File: src/rtl/perf_cnt_pkg.sv
// Shared definitions for the memory-mapped performance counter bank:
// register offsets, control bit positions, LFSR constants and helpers.
package perf_cnt_pkg;

    localparam logic [5:0] OFF_CTRL     = 6'd0;
    localparam logic [5:0] OFF_STATUS   = 6'd1;
    localparam logic [5:0] OFF_LFSR     = 6'd2;
    localparam logic [5:0] OFF_SHADOW   = 6'd3;
    localparam logic [5:0] OFF_CNT_BASE = 6'd4;

    localparam int CTRL_EN     = 0;
    localparam int CTRL_SAT    = 1;
    localparam int CTRL_CLR    = 2;
    localparam int CTRL_IRQ_EN = 3;

    localparam logic [15:0] LFSR_SEED = 16'hACE1;
    // taps b15, b13, b12, b10 for x^16+x^14+x^13+x^11+1
    localparam logic [15:0] LFSR_TAPS = 16'hB400;

    typedef struct packed {
        logic irq_en;
        logic sat;
        logic en;
    } ctrl_t;

    function automatic logic [15:0] lfsr_next(input logic [15:0] s);
        return {s[14:0], ^(s & LFSR_TAPS)};
    endfunction

endpackage

File: src/rtl/perf_counter.sv
// Single event counter with wrap/saturate behaviour, synchronous clear
// and a one-cycle overflow pulse on the increment attempted at max.
module perf_counter
    import perf_cnt_pkg::*;
#(
    parameter int CNT_W = 16
) (
    input  logic             clk,
    input  logic             rst,
    input  logic             en,
    input  logic             inc,
    input  logic             clr,
    input  logic             sat,
    output logic [CNT_W-1:0] cnt,
    output logic             ovf
);

    logic at_max;

    assign at_max = &cnt;
    // clear wins over an increment, so it also suppresses the overflow
    assign ovf    = en & inc & at_max & ~clr;

    // count enabled increments; hold at max in saturate mode
    always_ff @(posedge clk or posedge rst) begin
        if (rst) begin
            cnt <= '0;
        end else if (clr) begin
            cnt <= '0;
        end else if (en && inc && !(sat && at_max)) begin
            cnt <= cnt + CNT_W'(1);
        end
    end

endmodule

File: src/rtl/perf_cnt_mmap.sv
// Memory-mapped bank of event counters, cycle timer and LFSR with sticky
// overflow status, interrupt, and atomic high-half capture for wide reads.
module perf_cnt_mmap
    import perf_cnt_pkg::*;
#(
    parameter int          NUM_CNT   = 3,
    parameter int          CNT_W     = 16,
    parameter logic [15:0] BASE_ADDR = 16'hC000
) (
    input  logic               clk,
    input  logic               rst,
    input  logic [NUM_CNT-1:0] inc,
    input  logic [15:0]        addr,
    input  logic               re,
    input  logic               we,
    input  logic [15:0]        wdata,
    output logic [15:0]        rdata,
    output logic               rdata_vld,
    output logic               ovf_irq
);

    localparam logic [5:0] CNT_LAST = 6'(NUM_CNT);

    ctrl_t              ctrl;
    logic [NUM_CNT:0]   status;
    logic [NUM_CNT:0]   w1c;
    logic [NUM_CNT:0]   ovf;
    logic [15:0]        lfsr;
    logic [15:0]        shadow;
    logic [15:0]        shadow_val;
    logic [15:0]        st_rd;
    logic [15:0]        rd_val;
    logic [CNT_W-1:0]   cnt [NUM_CNT+1];
    logic [CNT_W-1:0]   cnt_sel;
    logic [5:0]         off;
    logic [5:0]         cnt_idx;
    logic               hit;
    logic               rd_en;
    logic               wr_en;
    logic               wr_ctrl;
    logic               wr_status;
    logic               wr_lfsr;
    logic               is_cnt;
    logic               clr;

    assign hit       = addr[15:6] == BASE_ADDR[15:6];
    assign off       = addr[5:0];
    assign rd_en     = re & hit;
    assign wr_en     = we & hit;
    assign wr_ctrl   = wr_en && off == OFF_CTRL;
    assign wr_status = wr_en && off == OFF_STATUS;
    assign wr_lfsr   = wr_en && off == OFF_LFSR;
    assign clr       = wr_ctrl & wdata[CTRL_CLR];
    assign cnt_idx   = off - OFF_CNT_BASE;
    assign is_cnt    = off >= OFF_CNT_BASE && cnt_idx <= CNT_LAST;

    for (genvar i = 0; i < NUM_CNT; i++) begin : g_cnt
        perf_counter #(.CNT_W(CNT_W)) u_cnt (
            .clk (clk),
            .rst (rst),
            .en  (ctrl.en),
            .inc (inc[i]),
            .clr (clr),
            .sat (ctrl.sat),
            .cnt (cnt[i]),
            .ovf (ovf[i])
        );
    end

    perf_counter #(.CNT_W(CNT_W)) u_timer (
        .clk (clk),
        .rst (rst),
        .en  (ctrl.en),
        .inc (1'b1),
        .clr (clr),
        .sat (ctrl.sat),
        .cnt (cnt[NUM_CNT]),
        .ovf (ovf[NUM_CNT])
    );

    if (CNT_W > 16) begin : g_wide
        assign shadow_val = 16'(cnt_sel[CNT_W-1:16]);
    end else begin : g_narrow
        assign shadow_val = '0;
    end

    // read mux, status view and write-1-to-clear mask
    always_comb begin
        cnt_sel = '0;
        st_rd   = '0;
        w1c     = '0;
        rd_val  = '0;
        for (int i = 0; i <= NUM_CNT; i++) begin
            if (cnt_idx == 6'(i)) cnt_sel = cnt[i];
        end
        for (int i = 0; i <= NUM_CNT && i < 16; i++) begin
            st_rd[i] = status[i];
            w1c[i]   = wr_status & wdata[i];
        end
        case (off)
            OFF_CTRL:   rd_val = {12'h000, ctrl.irq_en, 1'b0,
                                  ctrl.sat, ctrl.en};
            OFF_STATUS: rd_val = st_rd;
            OFF_LFSR:   rd_val = lfsr;
            OFF_SHADOW: rd_val = shadow;
            default:    if (is_cnt) rd_val = cnt_sel[15:0];
        endcase
    end

    // control register; clr is a pulse and never stored
    always_ff @(posedge clk or posedge rst) begin
        if (rst) begin
            ctrl <= '{irq_en: 1'b0, sat: 1'b0, en: 1'b1};
        end else if (wr_ctrl) begin
            ctrl.en     <= wdata[CTRL_EN];
            ctrl.sat    <= wdata[CTRL_SAT];
            ctrl.irq_en <= wdata[CTRL_IRQ_EN];
        end
    end

    // sticky overflow flags; a new overflow beats a same-cycle clear
    always_ff @(posedge clk or posedge rst) begin
        if (rst) status <= '0;
        else     status <= (status & ~w1c) | ovf;
    end

    // LFSR: nonzero write reseeds, otherwise step while enabled
    always_ff @(posedge clk or posedge rst) begin
        if (rst) begin
            lfsr <= LFSR_SEED;
        end else if (wr_lfsr && wdata != 16'h0000) begin
            lfsr <= wdata;
        end else if (ctrl.en) begin
            lfsr <= lfsr_next(lfsr);
        end
    end

    // capture the high half alongside every counter/timer read
    always_ff @(posedge clk or posedge rst) begin
        if (rst) begin
            shadow <= '0;
        end else if (clr) begin
            shadow <= '0;
        end else if (rd_en && is_cnt) begin
            shadow <= shadow_val;
        end
    end

    // registered read port; rdata holds until the next read
    always_ff @(posedge clk or posedge rst) begin
        if (rst) begin
            rdata     <= '0;
            rdata_vld <= 1'b0;
        end else begin
            rdata_vld <= rd_en;
            if (rd_en) rdata <= rd_val;
        end
    end

    // registered level interrupt
    always_ff @(posedge clk or posedge rst) begin
        if (rst) ovf_irq <= 1'b0;
        else     ovf_irq <= ctrl.irq_en & (|status);
    end

endmodule

File: config.mk
export PLATFORM = sky130hd
export DESIGN_NAME = perf_cnt_mmap
export DESIGN_NICKNAME = d
export VERILOG_FILES = /design/src/rtl/perf_cnt_pkg.sv /design/src/rtl/perf_counter.sv /design/src/rtl/perf_cnt_mmap.sv
export SDC_FILE = /design/constraint.sdc
export NUM_CORES = 1
export LEC_CHECK = 0
export CAP_MARGIN = 5
export CORE_ASPECT_RATIO = 2
export CORE_MARGIN = 3
export CORE_UTILIZATION = 58
export CTS_CLUSTER_SIZE = 8
export DETAILED_ROUTE_END_ITERATION = 16
export PLACE_DENSITY_LB_ADDON = 0.1
export SYNTH_ARGS = -nofsm -noshare
export SYNTH_HDL_FRONTEND = slang
export SYNTH_SLANG_ARGS = --single-unit
File: constraint.sdc
create_clock -name clk -period 3.5 [get_ports clk]
set_input_delay 0.35 -clock clk [delete_from_list [all_inputs] [get_ports clk]]
set_output_delay 0.35 -clock clk [all_outputs]
set_load 0.02 [all_outputs]
==> impl_metrics.toml <==
[yosys]
ys_ff_latch = 105
synthSimpleGateAreaFrac_pct = 19.45
muxShareOfSynthArea_pct = 15.21
synth.most_common_cell = "dfrtp_1"
netlist_instances = 616
synth_area_sq_um = 6235
synth_top_area_cell = "dfrtp_1"
synth_top_cell_area_share_pct = 38.53
synth_top_family_by_area = "simple AND/OR/NAND/NOR gates"
syn_avg_cell_area_sq_um = 10.12
synth_compound_area_share_pct = 17.80
synth.area.top_cells = "dfrtp_1 (39%), mux4_2 (5.4%), mux2_2 (4.9%)"
synth.distinct_cells = 55
synth_xor_area_share_pct = 0.5619
async_flop_share_pct = 100.0
seq_area_frac_synth_pct = 42.32
synth_ff_type = "dfrtp_1"
synth_edf_count = 0
syn_nets = 659
ys_warn_count = 0
synth_fa_ha_area_share_pct = 0.8027
synth_common_cells = "dfrtp_1 (96), o21ai_0 (49), a21oi_1 (48)"

[cts]
cts_resized = 0
cts_buffer_depth = 2
cts.sinks = 105
postCtsSetupRepairBufs = 0
root_buffer = "clkbuf_16"
clk_latency_ns = 0.35
cts-buffers-inserted = 9
cts_tree = "built"
cts_hold_buf = 0
htreeDepth = 3
clkSlewWorstSetupHoldPaths_ns = 0.07

[setup_path]
worst-path-buf-inv = 1
cpPeakStageDelay_ns = 0.77
cp_cell_sequence = "clkdlybuf4s50_1 > nor4_4 > and2_1 > and4_1 > mux2_2"
worst_setup_path_end_kind = "flip-flop"
ff2ff_setup_slack_ns = 1.15
reg2reg_to = "g_cnt[0].u_cnt.cnt[14]"
worst_path_max_delay_cell = "and4_1"
r2r_cells = 4
critPathTopFamily = "simple AND/OR/NAND/NOR gates"
r2r-start = "ctrl[0]"
required_ns = 3.74
crit_type = "in2reg"
crit_arrival_ns = 2.95
setup.worst_path.start_class = "input port"
crit_fanout = 16

[sta]
rsz0062_at_grt = "false"
maxSlewViolCount = 0
slew_headroom_pct = 26.77
tns_ns = 0
tightest_slew_ns = 1.096
finalHoldViolCount = 0
clock_skew_ns = 0.006034
fin_crit_sh_pct = 77.44
setup_viol = 0
max_freq_mhz = 368.9
period_minus_slack_ns = 2.711

[route]
drc = 0
dr_total_vias = 5528
routed_wl_um = 18150
via_per_inst = 6.910
drt_iter0_markers = 379
ant_nets = 0
first_pass_iters = 5
avgRoutedWirePerCell_um = 22.69

[finish]
finalNetCount = 701
insertedDiodeCount = 0
final_area_sq_um = 7171
drive_above_1_share_pct = 13.73
fillers = 860
area_growth_pct = 15.01

[global_route]
grt_max_degree = 68
grt_usage_pct = 31.05
grt_pass1_vias = 5452
antenna_found_initial = 0
grt_pass1_wl_um = 28840
overflow = 0

[run]
maxCapViolations = 0

[place]
io_buffers = 56
place_congestion = 0.9314
dpl.hpwl_um = 13590
place_area_sq_um = 6865

[power_and_ir_drop]
switchingPower_mw = 0.5546
combPwrFrac_pct = 5.8
p_leak_nw = 2.736
clockPowerShare_pct = 43.5
ir_worst_vdd_mv = 0.2839
seqPwrFrac_pct = 50.6
p_per_area_nw_per_um2 = 334.9
switching_share_pct = 23.09
power.internal_mw = 1.847

[die]
io_pins = 57
dieArea_sq_um = 12100
row_count = 53
core-area_sq_um = 10480
start_util_pct = 59.51
dieWidth_um = 79.31
die_h_um = 152.6

[worst_hold_path]
hp-class = "reg2reg"
holdPathStages = 2
hold_start = "rdata[7]"
hold_end = "rdata[7]"

[status]
status = "finished, final reports clean"
==> worst max-delay path by stage <==
stage	startpoint	to	slack, ns	depth (start not counted)
after floorplan	rst	ctrl[1]	0.40	1
after global placement	addr[5]	lfsr[12]	0.51	5
after detailed placement	addr[5]	lfsr[14]	0.47	5
after CTS	addr[5]	lfsr[14]	0.83	5
after global routing	addr[4]	lfsr[8]	0.68	5
final	addr[5]	lfsr[14]	0.79	5
==> flip-flops by register name, summed over array words and instances (netlist names) <==
signal and cells:
u_timer.cnt 16, ctrl 3, rdata_vld 1, ovf_irq 1
g_cnt.u_cnt.cnt 48, status 4, rdata 16, lfsr 16
==> stage by stage <==
stage                     total power [mW]  worst slack [ns]  hold WS, ns  cells  utilization, %
after floorplan                      1.303            0.4044       0.4877    616               -
after global placement               1.376            0.5101       0.4640    784           65.52
after detailed placement             1.379            0.4713       0.4743    784           65.52
after CTS                            2.415            0.8302       0.4899    800           68.44
after global routing                 2.468            0.6771       0.5162    800           68.44
final                                2.401            0.7895       0.4858    800           68.44
==> area by class of cell <==
cell class	count	area, sq um	area share (%)
Clock buffer	10	229.0	3.193
Clock inverter	6	76.32	1.064
Inverter	15	58.81	0.8201
Multi-Input combinational cell	462	3356	46.80
Sequential cell	105	2639	36.80
Tap cell	137	171.4	2.391
Timing Repair Buffer	65	640.6	8.934
==> kinds of logic (layout without fill, tap and decap cells) <==
group | Yosys count | in the layout
adder cells (fa/ha/maj) | 4 | 4
XOR/XNOR | 4 | 4
flip-flops | 105 | 105
AND/OR/NAND/NOR | 204 | 204
AO/OA/AOI/OAI | 179 | 179
buffers and inverters | 49 | 96
multiplexers | 71 | 71
==> routing by layer <==
layer	GRT usage, %	vias to the layer above	share of wire, %
met2	54.18	273	53
met5	0	-	0
met4	19.75	0	6.9
li1	-	2493	-
met3	4.675	83	5.7
met1	34.20	2679	35
==> cells in the final DEF (no fill, tap or decap), types with 8 or more instances in the layout <==
| master | n |
|---|---|
| nand3_1 | 25 |
| nor2_1 | 13 |
| a22oi_1 | 16 |
| a211oi_1 | 8 |
| o31ai_1 | 31 |
| mux4_2 | 15 |
| buf_4 | 8 |
| or3_1 | 15 |
| mux2_2 | 27 |
| mux2i_1 | 28 |
| nor4_1 | 13 |
| nor3_1 | 11 |
| dfstp_2 | 9 |
| o21bai_1 | 12 |
| dfrtp_1 | 96 |
| nand2_1 | 46 |
| clkbuf_16 | 9 |
| or4_1 | 21 |
| clkdlybuf4s50_1 | 56 |
| o21ai_0 | 49 |
| nand4_1 | 19 |
| inv_1 | 14 |
| a21oi_1 | 48 |
| and4_1 | 9 |
==> power by group through the flow <==
stage / clock [mW] / combinational, mW / sequential (mW)
CTS: 1.06 / 0.140 / 1.22
detailed placement: 0 / 0.139 / 1.24
global placement: 0 / 0.137 / 1.24
floorplan: 0 / 0.0638 / 1.24
finish: 1.05 / 0.139 / 1.22
global route: 1.10 / 0.151 / 1.22
==> worst min-delay path, stage by stage, from the launching register on <==
cell and delay [ns]:
dfrtp_1 0.35, nand2_1 0.05, o21ai_0 0.06
Power figures use the tool's default switching activity.
